[config.mk]
export PLATFORM = sky130hd
export DESIGN_NAME = told_retire_queue_flat
export DESIGN_NICKNAME = d
export VERILOG_FILES = /design/src/rtl/told_retire_queue_if.sv /design/src/rtl/told_retire_queue.sv /design/src/flat_wrapper.sv
export SDC_FILE = /design/constraint.sdc
export NUM_CORES = 1
export LEC_CHECK = 0
export BUFFER_PORTS_ARGS = -buffer_cell sky130_fd_sc_hd__buf_2
export CAP_MARGIN = 25
export CELL_PAD_IN_SITES_DETAIL_PLACEMENT = 2
export CELL_PAD_IN_SITES_GLOBAL_PLACEMENT = 2
export CORE_MARGIN = 2
export CORE_UTILIZATION = 46
export DETAILED_ROUTE_END_ITERATION = 10
export PLACE_DENSITY_LB_ADDON = 0.1
export SKIP_CTS_REPAIR_TIMING = 1
export SLEW_MARGIN = 20
export SYNTH_ARGS = -nofsm -noshare
export SYNTH_HDL_FRONTEND = slang
export SYNTH_SLANG_ARGS = --single-unit
[constraint.sdc]
create_clock -name clock -period 11.9 [get_ports clock]
set_input_delay 0.595 -clock clock [delete_from_list [all_inputs] [get_ports clock]]
set_output_delay 0.595 -clock clock [all_outputs]
set_load 0.01 [all_outputs]
[src/rtl/told_retire_queue_if.sv]
// +----------------------------------------------------------------------------+
// | told_retire_queue_if                                                       |
// | Dispatch / writeback / flush / freelist-retire bundle for the Told queue.  |
// | Rev 1.0                                                                    |
// +----------------------------------------------------------------------------+
`default_nettype none

interface told_retire_queue_if #(
  parameter int N        = 2,
  parameter int DEPTH    = 16,
  parameter int PR_COUNT = 64
);
  localparam int IDX_W = $clog2(DEPTH);
  localparam int TAG_W = $clog2(PR_COUNT);
  localparam int CNT_W = $clog2(DEPTH + 1);

  logic [N-1:0]             disp_valid;
  logic [N-1:0]             disp_has_dest;
  logic [N-1:0][TAG_W-1:0]  disp_told;
  logic [N-1:0][IDX_W-1:0]  disp_idx;
  logic [CNT_W-1:0]         free_slots;
  logic [N-1:0]             complete_valid;
  logic [N-1:0][IDX_W-1:0]  complete_idx;
  logic                     flush;
  logic [N-1:0]             retire_en;
  logic [N-1:0][TAG_W-1:0]  retire_reg;
  logic [N-1:0]             retire_valid;
  logic                     disp_overflow;

  modport master (
    output disp_valid, disp_has_dest, disp_told, complete_valid, complete_idx, flush,
    input  disp_idx, free_slots, retire_en, retire_reg, retire_valid, disp_overflow
  );

  modport slave (
    input  disp_valid, disp_has_dest, disp_told, complete_valid, complete_idx, flush,
    output disp_idx, free_slots, retire_en, retire_reg, retire_valid, disp_overflow
  );
endinterface

`default_nettype wire

[src/rtl/told_retire_queue.sv]
// +----------------------------------------------------------------------------+
// | told_retire_queue                                                          |
// | In-order Told buffer; returns Told tags of oldest completed entries to the |
// | freelist. TRQ_COMPLETE_BYPASS_EN: same-cycle completion-to-retire path.    |
// | Rev 1.0                                                                    |
// +----------------------------------------------------------------------------+
`default_nettype none

module told_retire_queue #(
  parameter int N        = 2,
  parameter int DEPTH    = 16,
  parameter int PR_COUNT = 64
) (
  input  wire logic           clock,
  input  wire logic           reset_n,
  told_retire_queue_if.slave  bus
);
  localparam int IDX_W = $clog2(DEPTH);
  localparam int TAG_W = $clog2(PR_COUNT);
  localparam int CNT_W = $clog2(DEPTH + 1);
  localparam logic [CNT_W-1:0] C_DEPTH = CNT_W'(DEPTH);

  logic [IDX_W-1:0] r_head;
  logic [IDX_W-1:0] r_tail;
  logic [CNT_W-1:0] r_count;
  logic [DEPTH-1:0] r_valid;
  logic [DEPTH-1:0] r_done;
  logic [DEPTH-1:0] r_has_dest;
  logic [TAG_W-1:0] r_told [DEPTH];
  logic             r_overflow;

  logic [CNT_W-1:0] w_free;
  logic [CNT_W-1:0] w_k;
  logic [CNT_W-1:0] w_r;
  logic             w_accept;
  logic             w_run;
  logic [DEPTH-1:0] w_disp_hit;
  logic [DEPTH-1:0] w_comp_hit;
  logic [DEPTH-1:0] w_ret_hit;
  logic [DEPTH-1:0] w_done_eff;

  assign w_free             = C_DEPTH - r_count;
  assign bus.free_slots     = w_free;
  assign bus.disp_overflow  = r_overflow;

  for (genvar g = 0; g < N; g++) begin : g_disp_idx
    assign bus.disp_idx[g] = r_tail + IDX_W'(g);
  end

  // Dispatch is all-or-nothing: a partial accept would break in-order tagging.
  always_comb begin : dispatch_calc
    w_k = '0;
    for (int i = 0; i < N; i++) begin
      w_k = w_k + CNT_W'(bus.disp_valid[i]);
    end
    w_accept   = !bus.flush && (w_k <= w_free);
    w_disp_hit = '0;
    for (int i = 0; i < N; i++) begin
      if (w_accept && bus.disp_valid[i]) begin
        w_disp_hit[r_tail + IDX_W'(i)] = 1'b1;
      end
    end
  end

  always_comb begin : complete_calc
    w_comp_hit = '0;
    for (int i = 0; i < N; i++) begin
      if (bus.complete_valid[i] && !bus.flush) begin
        w_comp_hit[bus.complete_idx[i]] = 1'b1;
      end
    end
    w_comp_hit = w_comp_hit & r_valid & ~w_disp_hit;
`ifdef TRQ_COMPLETE_BYPASS_EN
    w_done_eff = r_done | w_comp_hit;
`else
    w_done_eff = r_done;
`endif
  end

  // Retire walks from head and stops at the first entry that is not done.
  always_comb begin : retire_calc
    w_r              = '0;
    w_run            = !bus.flush;
    w_ret_hit        = '0;
    bus.retire_valid = '0;
    bus.retire_en    = '0;
    bus.retire_reg   = '0;
    for (int i = 0; i < N; i++) begin
      if (w_run && (CNT_W'(i) < r_count) && r_valid[r_head + IDX_W'(i)]
          && w_done_eff[r_head + IDX_W'(i)]) begin
        w_r                          = w_r + CNT_W'(1);
        w_ret_hit[r_head + IDX_W'(i)] = 1'b1;
        bus.retire_valid[i]          = 1'b1;
        bus.retire_en[i]             = r_has_dest[r_head + IDX_W'(i)];
        bus.retire_reg[i]            = r_has_dest[r_head + IDX_W'(i)]
                                       ? r_told[r_head + IDX_W'(i)] : '0;
      end else begin
        w_run = 1'b0;
      end
    end
  end

  always_ff @(posedge clock or negedge reset_n) begin : state_reg
    if (!reset_n) begin
      r_head     <= '0;
      r_tail     <= '0;
      r_count    <= '0;
      r_valid    <= '0;
      r_done     <= '0;
      r_overflow <= 1'b0;
    end else begin
      if (!bus.flush && (w_k > w_free)) begin
        r_overflow <= 1'b1;
      end
      if (bus.flush) begin
        r_head  <= '0;
        r_tail  <= '0;
        r_count <= '0;
        r_valid <= '0;
        r_done  <= '0;
      end else begin
        r_head  <= r_head + w_r[IDX_W-1:0];
        if (w_accept) begin
          r_tail <= r_tail + w_k[IDX_W-1:0];
        end
        r_count <= r_count + (w_accept ? w_k : '0) - w_r;
        r_valid <= (r_valid & ~w_ret_hit) | w_disp_hit;
        r_done  <= (r_done & ~w_ret_hit & ~w_disp_hit) | (w_comp_hit & ~w_ret_hit);
      end
    end
  end

  // Payload is only observed behind valid/done, so it carries no reset.
  always_ff @(posedge clock) begin : payload_reg
    for (int i = 0; i < N; i++) begin
      if (w_accept && bus.disp_valid[i]) begin
        r_told[r_tail + IDX_W'(i)]     <= bus.disp_told[i];
        r_has_dest[r_tail + IDX_W'(i)] <= bus.disp_has_dest[i];
      end
    end
  end

endmodule

`default_nettype wire

[src/flat_wrapper.sv]
// flat-port wrapper written by rule: the top's interface ports become plain ports
module told_retire_queue_flat 
#(
  parameter int N        = 2,
  parameter int DEPTH    = 16,
  parameter int PR_COUNT = 64
)
  (clock, reset_n, bus_disp_valid, bus_disp_has_dest, bus_disp_told, bus_complete_valid, bus_complete_idx, bus_flush, bus_disp_idx, bus_free_slots, bus_retire_en, bus_retire_reg, bus_retire_valid, bus_disp_overflow);
  told_retire_queue_if #(.N(N), .DEPTH(DEPTH), .PR_COUNT(PR_COUNT)) bus_i ();
  input  wire logic clock;
  input  wire logic reset_n;
  input wire logic [$bits(bus_i.disp_valid)-1:0] bus_disp_valid;
  input wire logic [$bits(bus_i.disp_has_dest)-1:0] bus_disp_has_dest;
  input wire logic [$bits(bus_i.disp_told)-1:0] bus_disp_told;
  input wire logic [$bits(bus_i.complete_valid)-1:0] bus_complete_valid;
  input wire logic [$bits(bus_i.complete_idx)-1:0] bus_complete_idx;
  input wire logic [$bits(bus_i.flush)-1:0] bus_flush;
  output wire logic [$bits(bus_i.disp_idx)-1:0] bus_disp_idx;
  output wire logic [$bits(bus_i.free_slots)-1:0] bus_free_slots;
  output wire logic [$bits(bus_i.retire_en)-1:0] bus_retire_en;
  output wire logic [$bits(bus_i.retire_reg)-1:0] bus_retire_reg;
  output wire logic [$bits(bus_i.retire_valid)-1:0] bus_retire_valid;
  output wire logic [$bits(bus_i.disp_overflow)-1:0] bus_disp_overflow;
  assign bus_i.disp_valid = bus_disp_valid;
  assign bus_i.disp_has_dest = bus_disp_has_dest;
  assign bus_i.disp_told = bus_disp_told;
  assign bus_i.complete_valid = bus_complete_valid;
  assign bus_i.complete_idx = bus_complete_idx;
  assign bus_i.flush = bus_flush;
  assign bus_disp_idx = bus_i.disp_idx;
  assign bus_free_slots = bus_i.free_slots;
  assign bus_retire_en = bus_i.retire_en;
  assign bus_retire_reg = bus_i.retire_reg;
  assign bus_retire_valid = bus_i.retire_valid;
  assign bus_disp_overflow = bus_i.disp_overflow;
  told_retire_queue #(.N(N), .DEPTH(DEPTH), .PR_COUNT(PR_COUNT)) u_core (.clock(clock), .reset_n(reset_n), .bus(bus_i));
endmodule
==> results.yml <==
timing:
  setup_viol: 0
  fmax_mhz: 175
  drv_slew: 0
  min_period_ps: 5730
  relSlewSlack: 0.327
  hold_viol_final: 0
  setup_tns_ps: 0
  min_period_over_period: 0.481
  worstMarginPinSlew_ps: 1010
  layout_setup_ws_ps: 6170
  rsz0062_at_grt: "no"
  fin_worst_skew_ps: 9.61
floorplanning:
  fp.dieArea_mm2: 0.0243
  fp.dieW_um: 156
  io_pins: 59
  die_y_um: 156
  fp-row-count: 55
  core_area_mm2: 0.0226
  start_util: 0.468
route:
  ant_nets: 0
  routed_wl_mm: 39.5
  drc_errors: 0
  dr.pass1.iters: 5
  vias: 8407
  wl_per_cell_um: 32.4
  first_iter_violations: 737
  viasPerCell: 6.91
job:
  maxCapViolCount: 0
critical_path:
  worstPathCellList: "buf_4, mux4_2, and3_1, a211o_1, nand3_2, inv_1, ha_1, fa_1, inv_1, fa_1, a21oi_1, nor2_1, or3_1, a21oi_1"
  critPathBufInv: 3
  end_kind: "flop"
  cpPeakStageDelay_ps: 810
  worstReg2RegEnd: "u_core.r_count[4]$_DFF_PN0_"
  start_kind: "flop"
  critPathKind: "reg2reg"
  crit_family: "adder cells"
  worstRegToRegCells: 14
  cp_data_arrival_time_ps: 6080
  r2r_start: "u_core.r_head[0]$_DFF_PN0_"
  required_ps: 12250
  worstPathMaxFanout: 40
  r2r_setup_slack_ps: 6170
  critPathSlowestCell: "dfrtp_4"
min_path:
  hold_path.class: "in2async"
synth:
  netlist_area_mm2: 0.0106
  synth_top_area_frac: 0.272
  yosys_register_bits: 158
  seq_area_frac_synth: 0.411
  synth_top_cells_by_area: "edfxtp_1 (27%), mux4_2 (16%), dfrtp_1 (11%), mux2_2 (10%), ha_1 (3.4%)"
  syn_nets: 953
  postSynth.asyncResetShare: 0.291
  synth_cell_types: 67
  syn_inst: 891
  avgSynthCellArea_um2: 11.9
  yosysTopAreaCell: "edfxtp_1"
  synth_edf_count: 96
  ys_warn_count: 0
  ys.flop_type: "edfxtp_1"
global_routing:
  track_usage: 0.335
  grt_pass1_vias: 9263
  grt_start_max_net_pins: 53
  antenna_found_initial: 0
  grt_first_pass_wirelength_mm: 59.6
  grt_overflow: 0
power:
  switching_share: 0.353
  power.switching_uw: 614
  ir_drop_v: 0.000102
  pwr-share-clk: 0.320
  power_density_mw_per_mm2: 149
  combPwrFrac: 0.272
  leakagePower_uw: 0.00435
  p_total_uw: 1740
  p_seq_frac: 0.408
  p_int_uw: 1120
clock_network:
  cts_root_buffer: "clkbuf_16"
  max-clock-path-buffers: 2
  tritoncts: "yes"
  cts.clk_slew.worst_paths_ps: 70
  clock_sinks: 158
  clk_latency_ps: 440
  htreeDepth: 4
  cts_inserted_buffers: 17
placement:
  dpl_worst_slack_ps: 6190
  placed_area_mm2: 0.0111
  dpl.hpwl_mm: 27.2
  portBuffers: 58
  place_congestion: 0.877
finish:
  n_fill_cell: 2185
  area_growth_pct: 9.78
  drive_gt1_frac: 0.333
  postLayoutCoreUtil: 0.514
  layout.nets: 981
  stdcell_area_mm2: 0.0116
  n_antenna_cell: 0
  mostFrequentLayoutCells: "mux2_2 (96), edfxtp_1 (96), nand2_1 (82)"
run_status:
  run_status: "completed"
worst register-to-register path, stage by stage (launching register included):
cell     delay (ps)
dfrtp_4         810
buf_4           680
mux4_2          590
and3_1          220
a211o_1         310
nand3_2         370
inv_1           400
ha_1            400
fa_1            540
inv_1            80
fa_1            480
a21oi_1         190
nor2_1           70
or3_1           320
a21oi_1         180
per-layer routing:
metal,GRT usage,share of wire
met1,0.428,0.40
met2,0.560,0.49
met3,0.0617,0.072
met4,0.144,0.039
met5,0,0
sequential cells by signal, indices dropped and copies added (netlist names):
name	flops
u_core.bus.disp_overflow	1
u_core.r_head	4
u_core.r_done	16
u_core.r_valid	16
u_core.r_told	96
u_core.r_has_dest	16
u_core.r_tail	4
u_core.r_count	5
kinds of logic after synthesis:
kind of cell,count (synthesis),synth area share
flip-flops,158,0.411
multiplexers,187,0.275
AND/OR/NAND/NOR,273,0.139
adder cells (fa/ha/maj),33,0.0418
buffers and inverters,106,0.0435
XOR/XNOR,14,0.0133
AO/OA/AOI/OAI,120,0.0772
synth_stat cells (all sizes together) (8+ instances only):
cell,count
a21oi,44
and3,20
buf,29
clkbuf,35
dfrtp,46
dfxtp,16
edfxtp,96
ha,29
inv,41
mux2,96
mux2i,17
mux4,74
nand2,82
nand2b,8
nand3,32
nand4,13
nor2,42
nor2b,9
nor3,25
nor4b,10
o21ai,13
o22ai,16
xnor2,11
cell type report:
class | count | area, µm² | area share
clock buffer | 17 | 425 | 0.0365
clock inverter | 15 | 149 | 0.0128
inverter | 42 | 158 | 0.0135
multi-input combinational | 627 | 5790 | 0.497
sequential | 158 | 4360 | 0.374
tap | 285 | 357 | 0.0306
timing repair buffer | 73 | 403 | 0.0346
how the worst max path moves through the flow:
| stage | cells past startpoint | from | slack, ps | to |
|---|---|---|---|---|
| 6_report | 14 | u_core.r_head[0]$_DFF_PN0_ | 6170 | u_core.r_count[4]$_DFF_PN0_ |
| 5_1_grt | 14 | u_core.r_head[0]$_DFF_PN0_ | 5850 | u_core.r_count[4]$_DFF_PN0_ |
| 4_1_cts | 14 | u_core.r_head[0]$_DFF_PN0_ | 6180 | u_core.r_count[4]$_DFF_PN0_ |
| 3_5_place_dp | 14 | u_core.r_head[0]$_DFF_PN0_ | 6190 | u_core.r_count[4]$_DFF_PN0_ |
| 3_3_place_gp | 14 | u_core.r_head[0]$_DFF_PN0_ | 6570 | u_core.r_count[4]$_DFF_PN0_ |
| 2_1_floorplan | 19 | u_core.r_head[1]$_DFF_PN0_ | 7370 | u_core.r_count[4]$_DFF_PN0_ |
power by group through the flow:
stage                     Clock [µW]  Sequential, µW  Combinational [µW]
after floorplan                    0             691                 316
after global placement             0             708                 436
after detailed placement           0             717                 467
after CTS                        560             706                 472
after global routing             576             714                 514
final                            556             709                 473
per-stage QoR:
stage / hold WS, ps / std cells
after floorplan: 299 / 891
after global placement: 432 / 1183
after detailed placement: 444 / 1184
after CTS: 280 / 1216
after global routing: 316 / 1217
final: 262 / 1217
Power figures use the tool's default switching activity.
